==> src/rtl/pie_encoder.sv <==
// Reader-side PIE forward-link modulator: delimiter, data-0, RTcal, optional TRcal,
// then nbits data symbols, each bit fetched through a one-cycle bit_ready request.
module pie_encoder #(
    parameter int DELIM_CYCLES = 25,
    parameter int TARI_CYCLES  = 16,
    parameter int DATA1_CYCLES = 32,
    parameter int TRCAL_CYCLES = 64,
    parameter int PW_CYCLES    = 8
) (
    input  logic       clk,
    input  logic       reset,
    input  logic       start,
    input  logic       send_trcal,
    input  logic [7:0] nbits,
    input  logic       bit_in,
    output logic       bit_ready,
    output logic       modout,
    output logic       busy,
    output logic       done
);

    typedef enum logic [1:0] {IDLE, DELIM, SYM_HIGH, SYM_LOW} state_t;
    typedef enum logic [1:0] {DATA0, RTCAL, TRCAL, BIT} sym_t;

    localparam int RTCAL_CYCLES = TARI_CYCLES + DATA1_CYCLES;

    // Counter loads are (phase length - 1); high phases exclude the trailing low pulse.
    localparam logic [9:0] DELIM_LOAD = 10'(DELIM_CYCLES - 1);
    localparam logic [9:0] DATA0_HIGH = 10'(TARI_CYCLES - PW_CYCLES - 1);
    localparam logic [9:0] DATA1_HIGH = 10'(DATA1_CYCLES - PW_CYCLES - 1);
    localparam logic [9:0] RTCAL_HIGH = 10'(RTCAL_CYCLES - PW_CYCLES - 1);
    localparam logic [9:0] TRCAL_HIGH = 10'(TRCAL_CYCLES - PW_CYCLES - 1);
    localparam logic [9:0] LOW_LOAD   = 10'(PW_CYCLES - 1);

    state_t     state, state_n;
    sym_t       sym_type, type_n;
    logic [9:0] count, count_n;
    logic [7:0] remaining, remaining_n;
    logic       with_trcal, with_trcal_n;
    logic       ready_n, done_n, finish, next_is_bit;
    logic [9:0] bit_high;

    assign bit_high = bit_in ? DATA1_HIGH : DATA0_HIGH;

    // BIT symbols count the current bit in remaining, hence the > 1 test.
    assign next_is_bit = (sym_type == RTCAL && !with_trcal && remaining != 8'd0)
                      || (sym_type == TRCAL && remaining != 8'd0)
                      || (sym_type == BIT && remaining > 8'd1);

    always_comb begin
        state_n      = state;
        type_n       = sym_type;
        count_n      = count;
        remaining_n  = remaining;
        with_trcal_n = with_trcal;
        ready_n      = 1'b0;
        done_n       = 1'b0;
        finish       = 1'b0;
        case (state)
            IDLE: begin
                if (start && !done) begin
                    state_n      = DELIM;
                    count_n      = DELIM_LOAD;
                    with_trcal_n = send_trcal;
                    remaining_n  = nbits;
                end
            end
            DELIM: begin
                if (count == 10'd0) begin
                    state_n = SYM_HIGH;
                    type_n  = DATA0;
                    count_n = DATA0_HIGH;
                end else begin
                    count_n = count - 10'd1;
                end
            end
            SYM_HIGH: begin
                if (count == 10'd0) begin
                    state_n = SYM_LOW;
                    count_n = LOW_LOAD;
                    ready_n = next_is_bit && (PW_CYCLES == 1);
                end else begin
                    count_n = count - 10'd1;
                end
            end
            SYM_LOW: begin
                if (count != 10'd0) begin
                    count_n = count - 10'd1;
                    ready_n = next_is_bit && (count == 10'd1);
                end else begin
                    state_n = SYM_HIGH;
                    case (sym_type)
                        DATA0: begin
                            type_n  = RTCAL;
                            count_n = RTCAL_HIGH;
                        end
                        RTCAL: begin
                            if (with_trcal) begin
                                type_n  = TRCAL;
                                count_n = TRCAL_HIGH;
                            end else if (remaining != 8'd0) begin
                                type_n  = BIT;
                                count_n = bit_high;
                            end else begin
                                finish = 1'b1;
                            end
                        end
                        TRCAL: begin
                            if (remaining != 8'd0) begin
                                type_n  = BIT;
                                count_n = bit_high;
                            end else begin
                                finish = 1'b1;
                            end
                        end
                        BIT: begin
                            remaining_n = remaining - 8'd1;
                            if (remaining > 8'd1) begin
                                count_n = bit_high;
                            end else begin
                                finish = 1'b1;
                            end
                        end
                    endcase
                end
            end
        endcase
        if (finish) begin
            state_n = IDLE;
            count_n = 10'd0;
            done_n  = 1'b1;
        end
    end

    // Outputs are registered from the next-state decode so they change with the phase.
    always_ff @(posedge clk or posedge reset) begin
        if (reset) begin
            state      <= IDLE;
            sym_type   <= DATA0;
            count      <= 10'd0;
            remaining  <= 8'd0;
            with_trcal <= 1'b0;
            modout     <= 1'b1;
            busy       <= 1'b0;
            done       <= 1'b0;
            bit_ready  <= 1'b0;
        end else begin
            state      <= state_n;
            sym_type   <= type_n;
            count      <= count_n;
            remaining  <= remaining_n;
            with_trcal <= with_trcal_n;
            modout     <= !(state_n == DELIM || state_n == SYM_LOW);
            busy       <= (state_n != IDLE);
            done       <= done_n;
            bit_ready  <= ready_n;
        end
    end

endmodule

==> config.mk <==
export PLATFORM = sky130hd
export DESIGN_NAME = pie_encoder
export DESIGN_NICKNAME = d
export VERILOG_FILES = /design/src/rtl/pie_encoder.sv
export SDC_FILE = /design/constraint.sdc
export NUM_CORES = 1
export LEC_CHECK = 0
export CORE_MARGIN = 2
export CORE_UTILIZATION = 58
export DETAILED_ROUTE_END_ITERATION = 16
export GPL_TIMING_DRIVEN = 0
export MAX_ROUTING_LAYER = met4
export PLACE_DENSITY = 0.83
export SETUP_SLACK_MARGIN = 0.15
export SYNTH_ARGS = -nofsm -noshare
export SYNTH_HDL_FRONTEND = slang
export SYNTH_SLANG_ARGS = --single-unit
==> constraint.sdc <==
create_clock -name clk -period 2.58 [get_ports clk]
set_input_delay 0.387 -clock clk [delete_from_list [all_inputs] [get_ports clk]]
set_output_delay 0.387 -clock clk [all_outputs]
set_load 0.02 [all_outputs]
; ---- Yosys cells after proc, flatten, opt, wreduce, memory -nomap -nowiden
; Cells that the tools add are included.
[word_totals]
regBits = 27
input_bits = 13
out_inout_bits = 4
wordCells = 88
[op_classes]
add_sub_neg = 2
magnitude_cmp = 1
n_eq_ne = 16
mux = 35
n_reduce_logical = 25
[ops]
columns = operator, count
row1 = 2-to-1 mux 10 bit, 7
row2 = case mux 10 bit (4 select lines), 1
row3 = case mux 10 bit (3 select lines), 1
row4 = 2-to-1 mux 8 bit, 3
row5 = 2-to-1 mux 2 bit, 9
row6 = case mux 8 bit (2 select lines), 1
row7 = equality test 10 x 1 -> 1 bit (second input constant), 1
row8 = equality test 2 bit (second input constant), 5
row9 = zero test 10 bit, 1
row10 = nonzero test 10 bit, 1
row11 = subtractor 10 x 1 -> 10 bit (second input constant), 1
row12 = greater-than comparator 8 x 1 -> 1 bit (second input constant), 1
row13 = 2-to-1 mux 1 bit, 8
row14 = != test 2 bit (second input constant), 4
row15 = case mux 2 bit (4 select lines), 1
row16 = AND reduction 4 bit, 2
row17 = nonzero test 8 bit, 1
row18 = subtractor 8 x 1 -> 8 bit (second input constant), 1
row19 = equality test 2 x 1 -> 1 bit (second input constant), 3
row20 = logical AND 1 bit, 6
row21 = case mux 2 bit (3 select lines), 1
row22 = nonzero test 2 bit, 3
row23 = 2-to-1 mux 5 bit, 1
row24 = != test 5 bit (second input constant), 1
row25 = 9 further kinds, 15

; ---- Logic depth before layout (Yosys ltp)
[depth]
depth_word = 10
depth_mapped = 10
depth_no_buf = 8

; ---- Least setup slack after synthesis
; Ideal clock, no wire load.
[synth_timing]
kind = register to register
startpoint = reg remaining[0]
endpoint = reg count[1]
setup_time_ns = 0.121
arrival_time_ns = 2.090
required_ns = 2.459
slack_ns = 0.369
path_stages_with_launch = 11
path_buffers = 2
period_less_slack_ns = 2.211
cell_sequence = dfrtp_1 inv_1 ha_1 or4b_4 nand2b_1 buf_2 nor2_1 o21a_1 buf_4 nor2_2 a22o_1
[synth_between]
elab_chain_len = 8
elab_cells_between_ends = 17
[synth_lines]
columns = item, line
row1 = "start, declared", 38  ; logic [7:0] remaining, remaining_n;
row2 = "start signal, assigned", 151  ; remaining <= remaining_n;
row3 = "parallel branches: the longest is 8 deep, another holds greater-than comparator 8 x 1 -> 1 bit", n/a
row4 = "end signal, assigned", 150  ; count <= count_n;
row5 = "end, declared", 37  ; logic [9:0] count, count_n;
; Parallel ways; which one is timed is not known.
; A chain may end at the register's enable or synchronous reset.

; ---- Worst setup path after layout
[layout_timing]
startpoint = reg remaining[1]
endpoint = reg count[1]
; Same word-level chain as after synthesis.

==> results.tsv <==
metric	value	unit
io_pins	17	
p_sw	0.001312	W
clockBufferDepth	2	
clk_pin_slew	0.14	ns
synth_top_cell_by_area	dfrtp_1	
required	2.83	ns
nets	291	
startpoint	remaining[1]	
hold-worst-slack	0.5794	ns
initialDrtViolationCount	242	
place_hpwl	3572	µm
reg2regPathDepth	10	
rsz0062_at_grt	no	
maxCapViolations	0	
area_delta_synth_final	17.93	%
outcome	completed	
fp.dieW	63.17	µm
period_share	90.48	%
synth_top_area_share	32.04	%
report.final.slew_viol_count	0	
vdd_ir_drop_max	0.0007496	V
grt_pass1_wl	8355	µm
start_kind	register	
synthFlopType	dfrtp_1	
r2r_setup_slack	0.25	ns
finClkSkew	0.002163	ns
coreArea	3337	µm²
cts_made_buffers	3	
fin_area	2395	µm²
cp-end-kind	register	
antenna_cells	0	
dr_total_vias	1954	
die_y	63.17	µm
drc	0	
power_frac_clock	7.0	%
start_util	60.85	%
wl_per_cell	16.51	µm
hold_viol_final	0	
synthCells	236	
drtAntennaViolNets	0	
placed_cell_area	2248	µm²
synth_warnings	0	
max_slew_margin	31.04	%
regToRegStartpoint	remaining[1]	
vias_per_cell	6.365	
critPathSlowestCell	or4b_4	
hold_buffers	0	
slowest_delay	0.49	ns
critPathKind	reg2reg	
ys_seq_elements	27	
synth_area_per_cell	8.605	µm²
antenna_found_initial	0	
grt_overflow	0	
drt-total-wl	5068	µm
holdCritPathClass	in2async	
numClockSinks	27	
rr_endpoint	count[1]	
drive_gt1_share	14.56	%
cellInternalPower	0.001407	W
cp_data_arrival_time	2.58	ns
pwr-share-seq	28.6	%
p_leak	1.012	nW
powerDensity	1135	nW/µm²
syn_nets	265	
syn_area	2031	µm²
async_flop_share	100.0	%
synth-edff-count	0	
fp-row-count	21	
synth.area.top_cells	dfrtp_1 32%, ha_1 9.9%, nor2_1 5.7%	
combPwrFrac	64.5	%
ys_seq_area_share	33.33	%
setup_viol	0	
worst_pin_slew	1.033	ns
grt_pass1_vias	1766	
ys_types	55	
die_area	3990	µm²
crit_fanout	10	
cts_tree	yes	
routabilityCongestion	0.9266	
switching_share	48.25	%
fmax	428.4	MHz
io_buffers	16	
dr.pass1.iters	5	
crit_chain	inv_1 > ha_4 > or4b_4 > nand2b_1 > buf_2 > nor2_4 > o21a_1 > buf_6 > nor2_2 > a22o_1	
cts-root-buf	clkbuf_4	
track_usage	27.07	%
cts_htree_levels	1	
clock_latency	0.34	ns
period_minus_slack	2.334	ns
grt_max_degree	28	
==> flip-flops by register name, summed over array words and instances, names as in the netlist <==
signal / cells
busy: 1
remaining: 8
sym_type: 2
with_trcal: 1
done: 1
bit_ready: 1
modout: 1
count: 10
state: 2
==> power groups by stage <==
stage          registers, W  logic [W]  clock network (W)
4_1_cts            0.000769    0.00159           0.000200
3_5_place_dp       0.000784    0.00154                  0
5_1_grt            0.000799    0.00193           0.000216
6_report           0.000777    0.00175           0.000189
3_3_place_gp       0.000774    0.00149                  0
2_1_floorplan      0.000758    0.00118                  0
==> stage by stage <==
step / setup WS [ns] / power (W) / instances / TNS [ns] / utilization [%]
after global routing: 0.1353 / 0.002948 / 307 / 0 / 71.77
after floorplan: 0.3694 / 0.001941 / 236 / 0 / -
after global placement: -0.02677 / 0.002263 / 298 / -0.02968 / 67.38
after detailed placement: -0.07285 / 0.002324 / 298 / -0.1705 / 67.38
final: 0.2456 / 0.002719 / 307 / 0 / 71.77
after CTS: 0.1561 / 0.002563 / 304 / 0 / 68.95
==> area by class of cell <==
cell class / instances / area (µm²)
Buffer: 11 / 62.56
Clock buffer: 3 / 22.52
Clock inverter: 1 / 5.005
Fill cell: 262 / 942.2
Inverter: 14 / 52.55
Multi-Input combinational cell: 184 / 1319
Sequential cell: 27 / 678.2
Tap cell: 46 / 57.56
Timing Repair Buffer: 21 / 197.7
==> what timing repair did <==
item | in CTS | in global routing
setup endpoints to repair | 14 | 15
hold endpoints to repair | 0 | 0
resized for setup | 4 | 17
gates cloned | 0 | 0
buffers inserted | 2 | 3
==> synthesized netlist by cell type, types with 2 or more instances <==
cell type and count:
a221oi_1 3, ha_1 16, nor2b_1 3, o21a_1 4
or3_1 3, o31ai_1 2, a22o_1 3, or4_4 2
nor3_1 9, a22oi_1 5, or2_2 2, inv_1 14
o21ai_0 13, nand2b_1 3, buf_2 3, o22ai_1 7
a21oi_1 10, a21o_1 2, nand3_1 7, and2_1 5
mux2i_1 6, nand2_1 14, clkbuf_1 5, a32o_1 3
a31oi_1 2, a2111oi_0 2, nor2_1 31, nor4_1 2
and4_1 2, a221o_1 2, dfrtp_1 26, o211ai_1 2
==> kinds of logic after synthesis <==
family	synth area share [%]
and+or+nand+nor	23.66
AOI/OAI and AO/OA	23.35
DFF	33.33
buffers and inverters	5.422
adders and majority gates	9.858
muxes	3.512
xor gates and xnor gates	0.8628
==> cells in the final DEF (no fill, tap or decap), types with 3 or more instances in the layout <==
master / netlist / routed
o21ai_0: 13 / 13
clkbuf_4: 0 / 3
nand3_1: 7 / 6
dfrtp_1: 26 / 25
a21oi_1: 10 / 10
and2_1: 5 / 5
mux2i_1: 6 / 6
or3_1: 3 / 3
nor3_1: 9 / 9
buf_2: 3 / 3
clkbuf_1: 5 / 4
buf_4: 1 / 5
nand2b_1: 3 / 3
clkdlybuf4s50_1: 0 / 16
a221oi_1: 3 / 3
inv_1: 14 / 13
nand2_1: 14 / 14
ha_1: 16 / 14
nor2b_1: 3 / 3
o22ai_1: 7 / 7
nor2_1: 31 / 29
a22oi_1: 5 / 5
a22o_1: 3 / 3
o21a_1: 4 / 4
a32o_1: 3 / 3
==> critical path: cells and delay by family, from the launching register on <==
family                     cells  cell delay (ns)
and+or+nand+nor                4             0.81
AOI/OAI and AO/OA              2             0.39
DFF                            1             0.41
buffers and inverters          3             0.46
adders and majority gates      1             0.17
==> worst max-delay path by stage <==
stage,end,slack [ns]
6_report,count[1],0.25
5_1_grt,count[1],0.14
4_1_cts,remaining[7],0.16
3_5_place_dp,remaining[2],-0.07
3_3_place_gp,remaining[2],-0.03
2_1_floorplan,count[1],0.37
==> routing by layer <==
layer,vias to the layer above,track usage [%],wire length [µm]
met5,-,-,0
met4,0,8.696,39
met3,8,5.357,305
met2,82,42.95,2555
met1,951,35.00,2167
li1,913,-,-
Note: power is estimated with default switching activity, not from simulation.
